--- src/rtl/logic_exec_pipe_if.sv ---
// Issue-side and writeback-side handshake bundle for logic_exec_pipe.
// master: the producer/consumer environment; slave: the execution unit.
interface logic_exec_pipe_if #(
    parameter int DATA_WIDTH = 32,
    parameter int IMM_WIDTH  = 12,
    parameter int TAG_WIDTH  = 5
);
    // Issue side
    logic                  in_valid;
    logic                  in_ready;
    logic [2:0]            logic_type;
    logic [DATA_WIDTH-1:0] src1;
    logic [DATA_WIDTH-1:0] src2;
    logic [IMM_WIDTH-1:0]  immediate;
    logic [TAG_WIDTH-1:0]  in_tag;

    // Writeback side
    logic                  out_valid;
    logic                  out_ready;
    logic [DATA_WIDTH-1:0] out_data;
    logic [TAG_WIDTH-1:0]  out_tag;
    logic                  out_illegal;

    modport master (
        output in_valid, logic_type, src1, src2, immediate, in_tag, out_ready,
        input  in_ready, out_valid, out_data, out_tag, out_illegal
    );

    modport slave (
        input  in_valid, logic_type, src1, src2, immediate, in_tag, out_ready,
        output in_ready, out_valid, out_data, out_tag, out_illegal
    );
endinterface

--- src/rtl/logic_exec_pipe.sv ---
// Pipelined RV32I logical execution unit (XOR/OR/AND/ANDN and immediate forms).
// The result is computed in the accept cycle and then carried with its tag and
// illegal flag through PIPE_STAGES elastic register slots. Each slot advances
// when the slot ahead of it is empty or itself advancing, so bubbles collapse
// under backpressure and a full pipe still sustains one op per cycle.
module logic_exec_pipe #(
    parameter int DATA_WIDTH  = 32,
    parameter int IMM_WIDTH   = 12,
    parameter int PIPE_STAGES = 2,
    parameter int TAG_WIDTH   = 5
) (
    input  logic                clk,
    input  logic                reset,
    input  logic                flush,
    logic_exec_pipe_if.slave    bus
);

    localparam int LAST = PIPE_STAGES - 1;

    localparam logic [2:0] OP_XOR  = 3'b000;
    localparam logic [2:0] OP_OR   = 3'b001;
    localparam logic [2:0] OP_AND  = 3'b010;
    localparam logic [2:0] OP_ANDN = 3'b011;
    localparam logic [2:0] OP_ILL  = 3'b100;
    localparam logic [2:0] OP_ANDI = 3'b101;
    localparam logic [2:0] OP_ORI  = 3'b110;
    localparam logic [2:0] OP_XORI = 3'b111;

    // Logical operation on the already-selected second operand; the illegal
    // encoding yields zero.
    function automatic logic [DATA_WIDTH-1:0] exec_logic(
        input logic [2:0]            op,
        input logic [DATA_WIDTH-1:0] a,
        input logic [DATA_WIDTH-1:0] b
    );
        logic [DATA_WIDTH-1:0] r;
        case (op)
            OP_XOR, OP_XORI: r = a ^ b;
            OP_OR,  OP_ORI:  r = a | b;
            OP_AND, OP_ANDI: r = a & b;
            OP_ANDN:         r = a & ~b;
            default:         r = '0;
        endcase
        return r;
    endfunction

    // Per-slot state; index 0 is stage 1, index LAST drives the outputs.
    logic [PIPE_STAGES-1:0] valid_q;
    logic [PIPE_STAGES-1:0] valid_d;
    logic [PIPE_STAGES-1:0] illegal_q;
    logic [PIPE_STAGES-1:0] illegal_d;
    logic [DATA_WIDTH-1:0]  data_q [PIPE_STAGES];
    logic [DATA_WIDTH-1:0]  data_d [PIPE_STAGES];
    logic [TAG_WIDTH-1:0]   tag_q  [PIPE_STAGES];
    logic [TAG_WIDTH-1:0]   tag_d  [PIPE_STAGES];

    logic [PIPE_STAGES-1:0] move_s;       // slot k hands its op onward this cycle
    logic [PIPE_STAGES-1:0] valid_shift_s; // valid bits after shifting, before flush
    logic                   in_ready_s;
    logic                   accept_s;
    logic [DATA_WIDTH-1:0]  imm_ext_s;
    logic [DATA_WIDTH-1:0]  operand2_s;
    logic [DATA_WIDTH-1:0]  result_s;
    logic                   illegal_s;

    // Operand select and result computation for the op presented this cycle.
    assign imm_ext_s  = {{(DATA_WIDTH-IMM_WIDTH){bus.immediate[IMM_WIDTH-1]}}, bus.immediate};
    assign operand2_s = bus.logic_type[2] ? imm_ext_s : bus.src2;
    assign result_s   = exec_logic(bus.logic_type, bus.src1, operand2_s);
    assign illegal_s  = (bus.logic_type == OP_ILL);

    // Advance chain, resolved from the output slot back toward stage 1.
    always_comb begin
        move_s       = '0;
        move_s[LAST] = valid_q[LAST] & bus.out_ready;
        for (int k = LAST - 1; k >= 0; k--) begin
            move_s[k] = valid_q[k] & (~valid_q[k+1] | move_s[k+1]);
        end
    end

    // Stage 1 can take a new op when empty or when its occupant moves on.
    assign in_ready_s = ~valid_q[0] | move_s[0];
    assign accept_s   = bus.in_valid & in_ready_s & ~flush;

    // Next-state for all slots; payload only changes when a slot is loaded,
    // so a stalled output slot holds its data, tag and flag stable.
    always_comb begin
        valid_shift_s = valid_q;
        illegal_d     = illegal_q;
        for (int k = 0; k < PIPE_STAGES; k++) begin
            data_d[k] = data_q[k];
            tag_d[k]  = tag_q[k];
        end

        if (accept_s) begin
            valid_shift_s[0] = 1'b1;
            data_d[0]        = result_s;
            tag_d[0]         = bus.in_tag;
            illegal_d[0]     = illegal_s;
        end else if (move_s[0]) begin
            valid_shift_s[0] = 1'b0;
        end else begin
            valid_shift_s[0] = valid_q[0];
        end

        for (int k = 1; k < PIPE_STAGES; k++) begin
            if (move_s[k-1]) begin
                valid_shift_s[k] = 1'b1;
                data_d[k]        = data_q[k-1];
                tag_d[k]         = tag_q[k-1];
                illegal_d[k]     = illegal_q[k-1];
            end else if (move_s[k]) begin
                valid_shift_s[k] = 1'b0;
            end else begin
                valid_shift_s[k] = valid_q[k];
            end
        end

        // Flush kills every in-flight op; payload registers may keep stale data.
        valid_d = flush ? '0 : valid_shift_s;
    end

    // Slot registers with synchronous reset clearing valid and payload.
    always_ff @(posedge clk) begin
        if (reset) begin
            valid_q   <= '0;
            illegal_q <= '0;
            for (int k = 0; k < PIPE_STAGES; k++) begin
                data_q[k] <= '0;
                tag_q[k]  <= '0;
            end
        end else begin
            valid_q   <= valid_d;
            illegal_q <= illegal_d;
            for (int k = 0; k < PIPE_STAGES; k++) begin
                data_q[k] <= data_d[k];
                tag_q[k]  <= tag_d[k];
            end
        end
    end

    // Outputs come straight from the last slot's registers.
    assign bus.in_ready    = in_ready_s;
    assign bus.out_valid   = valid_q[LAST];
    assign bus.out_data    = data_q[LAST];
    assign bus.out_tag     = tag_q[LAST];
    assign bus.out_illegal = illegal_q[LAST];

endmodule

--- src/flat_wrapper.sv ---
// flat-port wrapper written by rule: the top's interface ports become plain ports
module logic_exec_pipe_flat 
#(
    parameter int DATA_WIDTH  = 32,
    parameter int IMM_WIDTH   = 12,
    parameter int PIPE_STAGES = 2,
    parameter int TAG_WIDTH   = 5
)
  (clk, reset, flush, bus_in_valid, bus_logic_type, bus_src1, bus_src2, bus_immediate, bus_in_tag, bus_out_ready, bus_in_ready, bus_out_valid, bus_out_data, bus_out_tag, bus_out_illegal);
  logic_exec_pipe_if #(.DATA_WIDTH(DATA_WIDTH), .IMM_WIDTH(IMM_WIDTH), .TAG_WIDTH(TAG_WIDTH)) bus_i ();
  input  logic clk;
  input  logic reset;
  input  logic flush;
  input wire logic [$bits(bus_i.in_valid)-1:0] bus_in_valid;
  input wire logic [$bits(bus_i.logic_type)-1:0] bus_logic_type;
  input wire logic [$bits(bus_i.src1)-1:0] bus_src1;
  input wire logic [$bits(bus_i.src2)-1:0] bus_src2;
  input wire logic [$bits(bus_i.immediate)-1:0] bus_immediate;
  input wire logic [$bits(bus_i.in_tag)-1:0] bus_in_tag;
  input wire logic [$bits(bus_i.out_ready)-1:0] bus_out_ready;
  output wire logic [$bits(bus_i.in_ready)-1:0] bus_in_ready;
  output wire logic [$bits(bus_i.out_valid)-1:0] bus_out_valid;
  output wire logic [$bits(bus_i.out_data)-1:0] bus_out_data;
  output wire logic [$bits(bus_i.out_tag)-1:0] bus_out_tag;
  output wire logic [$bits(bus_i.out_illegal)-1:0] bus_out_illegal;
  assign bus_i.in_valid = bus_in_valid;
  assign bus_i.logic_type = bus_logic_type;
  assign bus_i.src1 = bus_src1;
  assign bus_i.src2 = bus_src2;
  assign bus_i.immediate = bus_immediate;
  assign bus_i.in_tag = bus_in_tag;
  assign bus_i.out_ready = bus_out_ready;
  assign bus_in_ready = bus_i.in_ready;
  assign bus_out_valid = bus_i.out_valid;
  assign bus_out_data = bus_i.out_data;
  assign bus_out_tag = bus_i.out_tag;
  assign bus_out_illegal = bus_i.out_illegal;
  logic_exec_pipe #(.DATA_WIDTH(DATA_WIDTH), .IMM_WIDTH(IMM_WIDTH), .PIPE_STAGES(PIPE_STAGES), .TAG_WIDTH(TAG_WIDTH)) u_core (.clk(clk), .reset(reset), .flush(flush), .bus(bus_i));
endmodule
--- config.mk ---
export PLATFORM = sky130hd
export DESIGN_NAME = logic_exec_pipe_flat
export DESIGN_NICKNAME = d
export VERILOG_FILES = /design/src/rtl/logic_exec_pipe_if.sv /design/src/rtl/logic_exec_pipe.sv /design/src/flat_wrapper.sv
export SDC_FILE = /design/constraint.sdc
export NUM_CORES = 1
export LEC_CHECK = 0
export ABC_AREA = 0
export BUFFER_PORTS_ARGS = -buffer_cell sky130_fd_sc_hd__buf_2
export CAP_MARGIN = 25
export CORE_MARGIN = 2
export CORE_UTILIZATION = 49
export DETAILED_ROUTE_END_ITERATION = 8
export PLACE_DENSITY = 0.82
export REMOVE_ABC_BUFFERS = 1
export SLEW_MARGIN = 20
export SYNTH_ARGS = -nofsm -noshare
export SYNTH_HDL_FRONTEND = slang
export SYNTH_SLANG_ARGS = --single-unit
--- constraint.sdc ---
create_clock -name clk -period 2.3 [get_ports clk]
set_clock_uncertainty 0.2 [all_clocks]
set_input_delay 0.23 -clock clk [delete_from_list [all_inputs] [get_ports clk]]
set_output_delay 0.23 -clock clk [all_outputs]
set_load 0.005 [all_outputs]
==> reports/qor.yml <==
status:
  outcome: "complete, no violations"
floorplan:
  ios: 129
  die_area_um2: 11800
  rows: 38
  start_util_pct: 49.9
  core_um2: 10700
  die_h_um: 109
  fp.dieW_um: 109
finish:
  layout-drive-gt1-share_pct: 22.0
  regArea_um2: 1560
  insertedDiodeCount: 0
  fin_util_pct: 58.3
  layoutNonFillerInstCount: 931
  fin_area_um2: 6260
  fin_nets: 907
  syn2layout_area_growth_pct: 16.7
  nFillCells: 984
  multi_input_area_um2: 3090
timing:
  setup_ws_ns: 0.453
  rsz0062_at_grt: "false"
  final-hold-violation-count: 0
  period_minus_slack_ns: 1.85
  slew_headroom_pct: 66.4
  drv_slew: 0
  fin_crit_sh_pct: 80.3
  tightest_slew_ns: 0.505
  fmax_ghz: 0.541
  hold_slack_ns: 0.0160
  setup_viol: 0
routing:
  postRouteWirelength_um: 13600
  ant_nets: 0
  detail_route.iter0.violations: 382
  num_vias: 5067
  wl_per_cell_um: 14.6
  via_per_inst: 5.44
  remaining_drc_errors: 0
  first_pass_iters: 6
yosys:
  ys_seq_area_share_pct: 29.1
  synthesis.instances: 704
  synth_top_area_share_pct: 29.1
  synth_area_leaders: "dfxtp_1 29%, ha_1 7.5%, nand2b_1 7.1%"
  synth_flop_cell: "dfxtp_1"
  synth_cell_type_count: 30
  synth_common_cells: "96 x nand2_1, 78 x dfxtp_1, 71 x a21oi_1"
  synth_edf_count: 0
  netlist_area_um2: 5360
  synth_top_area_cell: "dfxtp_1"
  yosysMostFrequentCell: "nand2_1"
  synthArstFlopShare_pct: 0
  postSynthAreaPerCell_um2: 7.62
  synth-warning-count: 0
  ys_ff_latch: 78
pwr:
  clkPwrFrac_pct: 37.8
  pwr-share-seq_pct: 40.7
  p_switching_uw: 965
  vdd_ir_drop_max_mv: 0.330
  power.density_nw_per_um2: 553
  p_comb_share_pct: 21.6
  power.static_leakage_uw: 0.00276
  swShare_pct: 27.9
  power.internal_uw: 2500
global_routing:
  grt_pass1_vias: 4551
  grt_pass1_wl_um: 21500
  grt.total_usage_pct: 22.7
  overflow: 0
  grt_max_degree: 79
  antenna_found_initial: 0
setup_path:
  startpoint_type: "primary input"
  endpoint_kind: "register"
  arrival_ns: 1.92
  rrSetupSlack_ns: 0.48
  crit_type: "primary input to register"
  cp.required_ns: 2.37
  cp_max_fo: 32
cts:
  cts.clk_slew.worst_paths_ns: 0.09
  cts_sinks: 78
  holdBufCountCts: 9
  cts_resized: 0
  insertion_delay_ns: 0.35
  htree_num_levels: 3
  cts_buffers: 9
  post_cts_buffers: 0
  clockBufferDepth: 2
  cts_root_buf: "clkbuf_8"
  cts_tree: "yes"
place:
  placed_area_um2: 5920
  dpl.cell_count: 906
  place_ws_ns: 0.252
  place_hpwl_um: 9450
  portBuffers: 128
  globalplace.congestion: 0.847
run:
  maxCapViolCount: 0
worst_hold_path:
  min_path_type: "primary input to register"
==> layer usage <==
metal | vias to the layer above | GRT usage, % | share of wire [%]
li1 | 2544 | - | -
met2 | 168 | 37.3 | 47
met4 | 0 | 6.23 | 1.7
met5 | - | 0 | 0
met3 | 21 | 3.35 | 4.7
met1 | 2334 | 31.1 | 47
==> power groups by stage <==
stage	registers, uW	clock network [uW]	logic (uW)
after CTS	1410	1330	742
after floorplan	1430	0	425
after global routing	1410	1380	836
after global placement	1440	0	709
after detailed placement	1440	0	727
final	1410	1310	746
==> layout by cell type (no fill, tap or decap), types with 10 or more instances in the layout <==
cell type and count:
a211oi_1 14, buf_2 127, o21ai_0 29, clkbuf_8 10, dfxtp_1 78, a21oi_1 71
o22ai_1 38, mux2i_1 25, buf_4 25, inv_1 54, nand2_1 96, ha_1 32
nor2_1 21, xnor2_1 32, a221oi_1 25, nand2b_1 61
==> registers in the layout, summed over array words and instances, names as in the netlist <==
name              flops
u_core.data_q        64
u_core.tag_q         10
u_core.illegal_q      2
u_core.valid_q        2
==> final cells by class <==
| cell class | count | share of cell area (%) |
|---|---|---|
| repair buffers | 164 | 15.5 |
| clock inverters | 6 | 1.88 |
| inverters | 55 | 3.30 |
| multi-input cells | 478 | 49.3 |
| well taps | 140 | 2.80 |
| flip-flops and latches | 78 | 24.9 |
| clock buffers | 10 | 2.20 |
==> logic make-up (layout without fill, tap and decap cells) <==
kind of cell / after synthesis / count (layout) / share of synthesized area [%]
compound gates: 199 / 199 / 23.1
xor+xnor: 32 / 32 / 5.23
fa+ha+maj: 32 / 32 / 7.46
buf+inv: 148 / 235 / 13.4
flops: 78 / 78 / 29.1
mux: 25 / 25 / 4.67
simple gates: 190 / 190 / 17.0
==> critical path, stage by stage <==
cell           delay [ns]
dlygate4sd3_1        0.53
buf_2                0.15
nor3b_4              0.20
or3b_1               0.41
buf_12               0.19
o22ai_1              0.19
==> final timing paths <==
kind	from	endpoint	cells past startpoint
max	flush	u_core.data_q[0][22]$_SDFFE_PP0P_	6
min	bus_src1[5]	u_core.data_q[0][5]$_SDFFE_PP0P_	3
max reg2reg	u_core.valid_q[0]$_SDFFE_PP0P_	u_core.data_q[0][22]$_SDFFE_PP0P_	5
min reg2reg	u_core.data_q[0][9]$_SDFFE_PP0P_	u_core.data_q[0][41]$_SDFFE_PP0P_	2
==> through the flow <==
stage / power [uW] / TNS, ns
2_1_floorplan: 1860 / -27.03
3_3_place_gp: 2150 / 0
3_5_place_dp: 2160 / 0
4_1_cts: 3480 / 0
5_1_grt: 3630 / 0
6_report: 3460 / 0
No activity file was read; power rests on OpenSTA's default activity.
